--- config.mk ---
export PLATFORM = sky130hd
export DESIGN_NAME = hdr_frame_writer
export DESIGN_NICKNAME = d
export VERILOG_FILES = /design/src/rtl/hdr_frame_writer_pkg.sv /design/src/rtl/hdr_frame_writer.sv
export SDC_FILE = /design/constraint.sdc
export NUM_CORES = 1
export LEC_CHECK = 0
export ABC_CLOCK_PERIOD_IN_PS = 5400
export CAP_MARGIN = 10
export CORE_ASPECT_RATIO = 1.2
export CORE_MARGIN = 4
export CORE_UTILIZATION = 50
export DETAILED_ROUTE_END_ITERATION = 10
export HOLD_SLACK_MARGIN = 0.02
export PLACE_DENSITY_LB_ADDON = 0.05
export SYNTH_ARGS = -nofsm -noshare
export SYNTH_HDL_FRONTEND = slang
export SYNTH_SLANG_ARGS = --single-unit
--- constraint.sdc ---
create_clock -name clk -period 5.4 [get_ports clk]
set_clock_uncertainty 0.05 [all_clocks]
set_input_delay 0.54 -clock clk [delete_from_list [all_inputs] [get_ports clk]]
set_output_delay 0.54 -clock clk [all_outputs]
set_load 0.03 [all_outputs]
--- src/rtl/hdr_frame_writer_pkg.sv ---
// Purpose: shared types and constants for the header/payload frame writer.
//   - FSM state encoding
//   - default frame geometry and bus widths
//   - header word index map, shared with the header RAM contents
`timescale 1ns/1ps
package hdr_frame_writer_pkg;

  localparam int unsigned HDR_WORDS_DEF     = 4;
  localparam int unsigned PAYLOAD_WORDS_DEF = 256;
  localparam int unsigned DW_DEF            = 32;
  localparam int unsigned AW_DEF            = 4;

  // Header word positions within the header RAM
  localparam int unsigned HDR_W_RSVD0 = 0;
  localparam int unsigned HDR_W_FRAME = 1;
  localparam int unsigned HDR_W_PPS   = 2;
  localparam int unsigned HDR_W_RSVD3 = 3;

  typedef enum logic [1:0] {
    ST_IDLE      = 2'd0,
    ST_HDR_SETUP = 2'd1,
    ST_HDR_PUSH  = 2'd2,
    ST_PAYLOAD   = 2'd3
  } state_e;

endpackage

--- src/rtl/hdr_frame_writer.sv ---
// Purpose: per frame_start, copy HDR_WORDS header words from a combinational
//   header RAM into the host FIFO, then forward PAYLOAD_WORDS stream words.
//   FIFO backpressure is honoured in every state.
// Ports:
//   clk, rst_n                      clock, async active-low reset
//   i_frame_start                   1-cycle frame request (ignored and counted while busy)
//   o_hdr_addr, o_hdr_rd_en         header RAM read port
//   i_hdr_data                      header RAM data, combinational from o_hdr_addr
//   i_payload_data/valid, o_payload_ready   payload stream handshake
//   o_fifo_din, o_fifo_wr_en, i_fifo_full   FIFO write port
//   o_busy                          high outside IDLE
//   o_frames_sent                   completed frames (wrapping)
//   o_frames_dropped                ignored frame_start pulses (saturating)
`timescale 1ns/1ps
module hdr_frame_writer
  import hdr_frame_writer_pkg::*;
#(
  parameter int unsigned HDR_WORDS     = HDR_WORDS_DEF,
  parameter int unsigned PAYLOAD_WORDS = PAYLOAD_WORDS_DEF,
  parameter int unsigned DW            = DW_DEF,
  parameter int unsigned AW            = AW_DEF
) (
  input  logic          clk,
  input  logic          rst_n,
  input  logic          i_frame_start,
  output logic [AW-1:0] o_hdr_addr,
  output logic          o_hdr_rd_en,
  input  logic [DW-1:0] i_hdr_data,
  input  logic [DW-1:0] i_payload_data,
  input  logic          i_payload_valid,
  output logic          o_payload_ready,
  output logic [DW-1:0] o_fifo_din,
  output logic          o_fifo_wr_en,
  input  logic          i_fifo_full,
  output logic          o_busy,
  output logic [31:0]   o_frames_sent,
  output logic [15:0]   o_frames_dropped
);

  localparam int unsigned PCW = $clog2(PAYLOAD_WORDS + 1);

  state_e         r_state;
  state_e         w_next_state;
  logic [AW-1:0]  r_hidx;
  logic [PCW-1:0] r_pcnt;
  logic [DW-1:0]  r_hold;
  logic [31:0]    r_frames_sent;
  logic [15:0]    r_frames_dropped;

  logic w_hdr_last;
  logic w_pay_last;
  logic w_hdr_write;
  logic w_pay_accept;

  assign w_hdr_last   = (r_hidx == AW'(HDR_WORDS - 1));
  assign w_pay_last   = (r_pcnt == PCW'(PAYLOAD_WORDS - 1));
  assign w_hdr_write  = (r_state == ST_HDR_PUSH) && !i_fifo_full;
  assign w_pay_accept = (r_state == ST_PAYLOAD) && i_payload_valid && !i_fifo_full;

  assign o_hdr_addr       = r_hidx;
  assign o_busy           = (r_state != ST_IDLE);
  assign o_frames_sent    = r_frames_sent;
  assign o_frames_dropped = r_frames_dropped;

  // State register
  always_ff @(posedge clk or negedge rst_n) begin
    if (!rst_n) r_state <= ST_IDLE;
    else        r_state <= w_next_state;
  end

  // Next-state and FIFO/RAM strobes
  always_comb begin
    w_next_state    = r_state;
    o_hdr_rd_en     = 1'b0;
    o_fifo_wr_en    = 1'b0;
    o_payload_ready = 1'b0;
    o_fifo_din      = r_hold;
    case (r_state)
      ST_IDLE: begin
        if (i_frame_start) w_next_state = ST_HDR_SETUP;
      end
      ST_HDR_SETUP: begin
        o_hdr_rd_en  = 1'b1;
        w_next_state = ST_HDR_PUSH;
      end
      ST_HDR_PUSH: begin
        o_hdr_rd_en  = 1'b1;
        o_fifo_wr_en = w_hdr_write;
        if (w_hdr_write) w_next_state = w_hdr_last ? ST_PAYLOAD : ST_HDR_SETUP;
      end
      ST_PAYLOAD: begin
        o_payload_ready = !i_fifo_full;
        o_fifo_din      = i_payload_data;
        o_fifo_wr_en    = w_pay_accept;
        if (w_pay_accept && w_pay_last) w_next_state = ST_IDLE;
      end
      default: w_next_state = ST_IDLE;
    endcase
  end

  // Header index, hold register and payload counter
  always_ff @(posedge clk or negedge rst_n) begin
    if (!rst_n) begin
      r_hidx <= '0;
      r_pcnt <= '0;
      r_hold <= '0;
    end else begin
      case (r_state)
        ST_IDLE: begin
          if (i_frame_start) r_hidx <= '0;
        end
        ST_HDR_SETUP: r_hold <= i_hdr_data;
        ST_HDR_PUSH: begin
          if (w_hdr_write) begin
            if (w_hdr_last) begin
              r_hidx <= '0;
              r_pcnt <= '0;
            end else begin
              r_hidx <= r_hidx + AW'(1);
            end
          end
        end
        ST_PAYLOAD: begin
          if (w_pay_accept) r_pcnt <= r_pcnt + PCW'(1);
        end
        default: ;
      endcase
    end
  end

  // Frame statistics; a start on the returning edge is still seen as busy
  always_ff @(posedge clk or negedge rst_n) begin
    if (!rst_n) begin
      r_frames_sent    <= '0;
      r_frames_dropped <= '0;
    end else begin
      if (w_pay_accept && w_pay_last) r_frames_sent <= r_frames_sent + 32'd1;
      if (i_frame_start && (r_state != ST_IDLE) && (r_frames_dropped != 16'hFFFF))
        r_frames_dropped <= r_frames_dropped + 16'd1;
    end
  end

endmodule

==> summary.txt <==
Timing
  – Total Neg Setup Slack: 0 ns
  – Max-slew violations: 0
  – Final Setup Violations: 0
  – Worst-Margin Slew: 1.07 ns
  – Min Hold Slack: 0.0654 ns
  – Final Hold Viols: 0
  – Final period util: 61.9%
  – Slew HR: approximately 28%
  – Crit path time final: approximately 3.3 ns
  – Max Clock Freq: 0.299 GHz
  – RSZ-0062 raised after global routing: no

Critical path
  – RR Endpoint: o_frames_sent[17]
  – Critical path class: flop to output port
  – R2r setup slk: 2.32 ns
  – WP data arrival: ~2.8 ns
  – CP startpoint kind: flop
  – CP max FO: 50
  – FF-to-FF Start: r_state[1]
  – CP Data Required Time: 4.81 ns
  – Crit. End Element: output port
  – R2R cell count: 5

Clock tree
  – CTS Root Cell: clkbuf_8
  – Clock transition at the registers of the reported paths: around 0.090 ns
  – Num CTS Buffers: 9
  – Maximum clock path buffer count: 2
  – Hold_buf cts: 0
  – Sink Count: 95
  – CTS tree: done
  – Postcts setup bufs: 0
  – H-Tree Depth: 3
  – Post_cts resized: 0
  – Clock Latency Late Sink: about 0.35 ns

Die
  – Overall die area: between 10000 and 15000 um^2
  – Core Area: 9180 um^2
  – Die Y: 115 um
  – Row count: 38
  – Starting Density: 52.1%
  – Die span in x: between 90 and 100 um
  – Top-Level Pins: approximately 160

Power
  – Worst vdd ir: just over 400 uV
  – Sequential power share: 32.9%
  – Share of power burned in the clock network: 16.9%
  – Psw: 1.17 mW
  – Combinational Power Share: 50.2%
  – Switching Fraction: 37.7%
  – P_int: 1.93 mW
  – Power Density: around 460 nW/um^2
  – PnR Total Power: 3.10 mW
  – Leak pwr: 2.86 nW

Yosys
  – Prevailing post-synth register cell: dfrtp_1
  – Mapped Area: roughly 4800 um^2
  – Seq/Total Area, Yosys: just under 50%
  – Post-synth cell types: 41
  – Syn_nets: 500
  – Post-synthesis sequential element count: 95
  – Top cell type's share of synthesized area: 49.7%
  – Avg Inst Size Synth: 11.4 um^2
  – Fraction of registers with async set/reset: 100%
  – Ranking of synthesized cells by area: dfrtp_1, mux2_2, xor2_1
  – Cell taking the most area after synthesis: dfrtp_1
  – Ys Warns: 0
  – Post-synth EDFFs: 0
  – Cells after Synth: 421

Drt
  – Routed length per instance: 15.8 um
  – Initial DRC count: about 110
  – Routed wire length: 11000 um
  – ANT nets after route: 0
  – Drt via density: 5.37
  – Vias: 3754
  – Pre-antenna DRT Iters: 4
  – Post-route DRC: 0

Placement
  – Dpl cell area: between 6000 and 7000 um^2
  – Post-DP HPWL: 8120 um
  – PortBufs: about 160
  – Post-placement cell count: 683
  – Gp weighted congestion: approximately 0.79

Layout
  – Area delta synth->final: 39.5%
  – Final std cells w/o fill: between 600 and 700
  – Post-route cell area: approximately 6700 um^2
  – Layout Nets: about 650
  – Layout cells sized above 1: 15.7%
  – Diodes inserted: 0

GRT
  – First-pass GRT wire length: 18300 um
  – Initial antenna violation count: 0
  – Largest net degree at the start of global routing: 63
  – Vias in the first global route: 3892
  – Total grt overflow: 0
  – GRT Resource Usage Total: 19.9%

Outcome
  – Status: completed

Flow run
  – Max cap viols: 0

Hold path
  – Worst min-delay path category: input port to asynchronous set/reset pin
## final cells by class
class / instances / area, um^2
Tap cell: 120 / 150
Fill cell: 688 / 2500
Multi-Input combinational cell: 296 / 2290
Inverter: 14 / 52.6
Clock buffer: 13 / 159
Clock inverter: 3 / 65.1
Sequential cell: 95 / 2380
Timing Repair Buffer: 158 / 1570
## metrics by stage
step                utilization (%)  worst slack (ns)
floorplan                         -              2.97
global placement               70.3              2.44
global route                   72.7              1.86
CTS                            72.7              1.99
finish                         72.7              2.06
detailed placement             70.3              2.31
## synth_stat cells (3+ instances only)
cell type  instances
and4_1             4
ha_1              10
or3_1              4
nor2_1            10
nand2_1           33
or2_2              3
a22o_1             8
nand4_1           16
nor2b_1            3
xor2_1            27
inv_1             14
mux2_2            65
clkbuf_1          10
and3_1             6
buf_1              4
o21ai_0           16
and2_1             3
xnor2_1           18
dfrtp_1           95
nand3_1           20
nor3_1            17
nor4_1             8
## cell usage in the layout, fill, tap and decap left out, types with 3 or more instances in the layout
| cell | count |
|---|---|
| or3_1 | 4 |
| inv_1 | 14 |
| and4_1 | 4 |
| nor2b_1 | 3 |
| or2_2 | 3 |
| mux2_2 | 65 |
| nor2_1 | 10 |
| nand3_1 | 20 |
| and2_1 | 3 |
| and3_1 | 6 |
| clkbuf_8 | 11 |
| xor2_1 | 27 |
| nor3_1 | 17 |
| xnor2_1 | 18 |
| ha_1 | 9 |
| buf_4 | 3 |
| nor4_1 | 8 |
| clkdlybuf4s50_1 | 155 |
| a22o_1 | 8 |
| o21ai_0 | 16 |
| dfrtp_1 | 95 |
| nand2_1 | 33 |
| nand4_1 | 16 |
## sequential cells by signal, summed over array words and instances, names as in the netlist
register,count
o_frames_dropped,16
o_frames_sent,32
r_pcnt,9
r_hold,32
r_state,2
o_hdr_addr,4
## per-layer routing
layer	wire [um]	track usage, %	share of wire, %
met5	0	0	0
met4	157	7.66	1.4
met3	746	5.16	6.8
met2	5510	33.7	50
met1	4630	24.7	42
## power by group through the flow
stage / Clock, mW / Sequential (mW) / Combinational, mW
floorplan: 0 / 1.05 / 0.990
global placement: 0 / 1.03 / 1.55
detailed placement: 0 / 1.03 / 1.57
CTS: 0.536 / 1.02 / 1.58
global route: 0.567 / 1.05 / 1.67
finish: 0.523 / 1.02 / 1.56
## kinds of logic after synthesis
family / after synthesis / share of synthesized area [%]
AOI/OAI and AO/OA: 32 / 4.71
xor gates and xnor gates: 45 / 8.24
adders and majority gates: 10 / 2.62
buffers and inverters: 30 / 2.41
DFF: 95 / 49.7
muxes: 67 / 15.7
and+or+nand+nor: 142 / 16.6
## how the worst max path moves through the flow
stage	start	end	slack, ns	depth (start not counted)
floorplan	r_pcnt[0]	o_frames_sent[27]	2.97	9
global route	r_state[1]	o_fifo_din[4]	1.86	3
CTS	r_state[1]	o_fifo_din[17]	1.99	3
finish	r_state[1]	o_fifo_din[19]	2.06	3
detailed placement	r_state[1]	o_frames_sent[27]	2.31	5
global placement	r_state[1]	o_frames_sent[31]	2.44	5
## critical path: stages, from the launching register on
cell and delay, ns:
dfrtp_1 0.42, ha_2 0.92, mux2_2 0.42, clkdlybuf4s50_1 0.60
(Power assumes the default switching activity.)
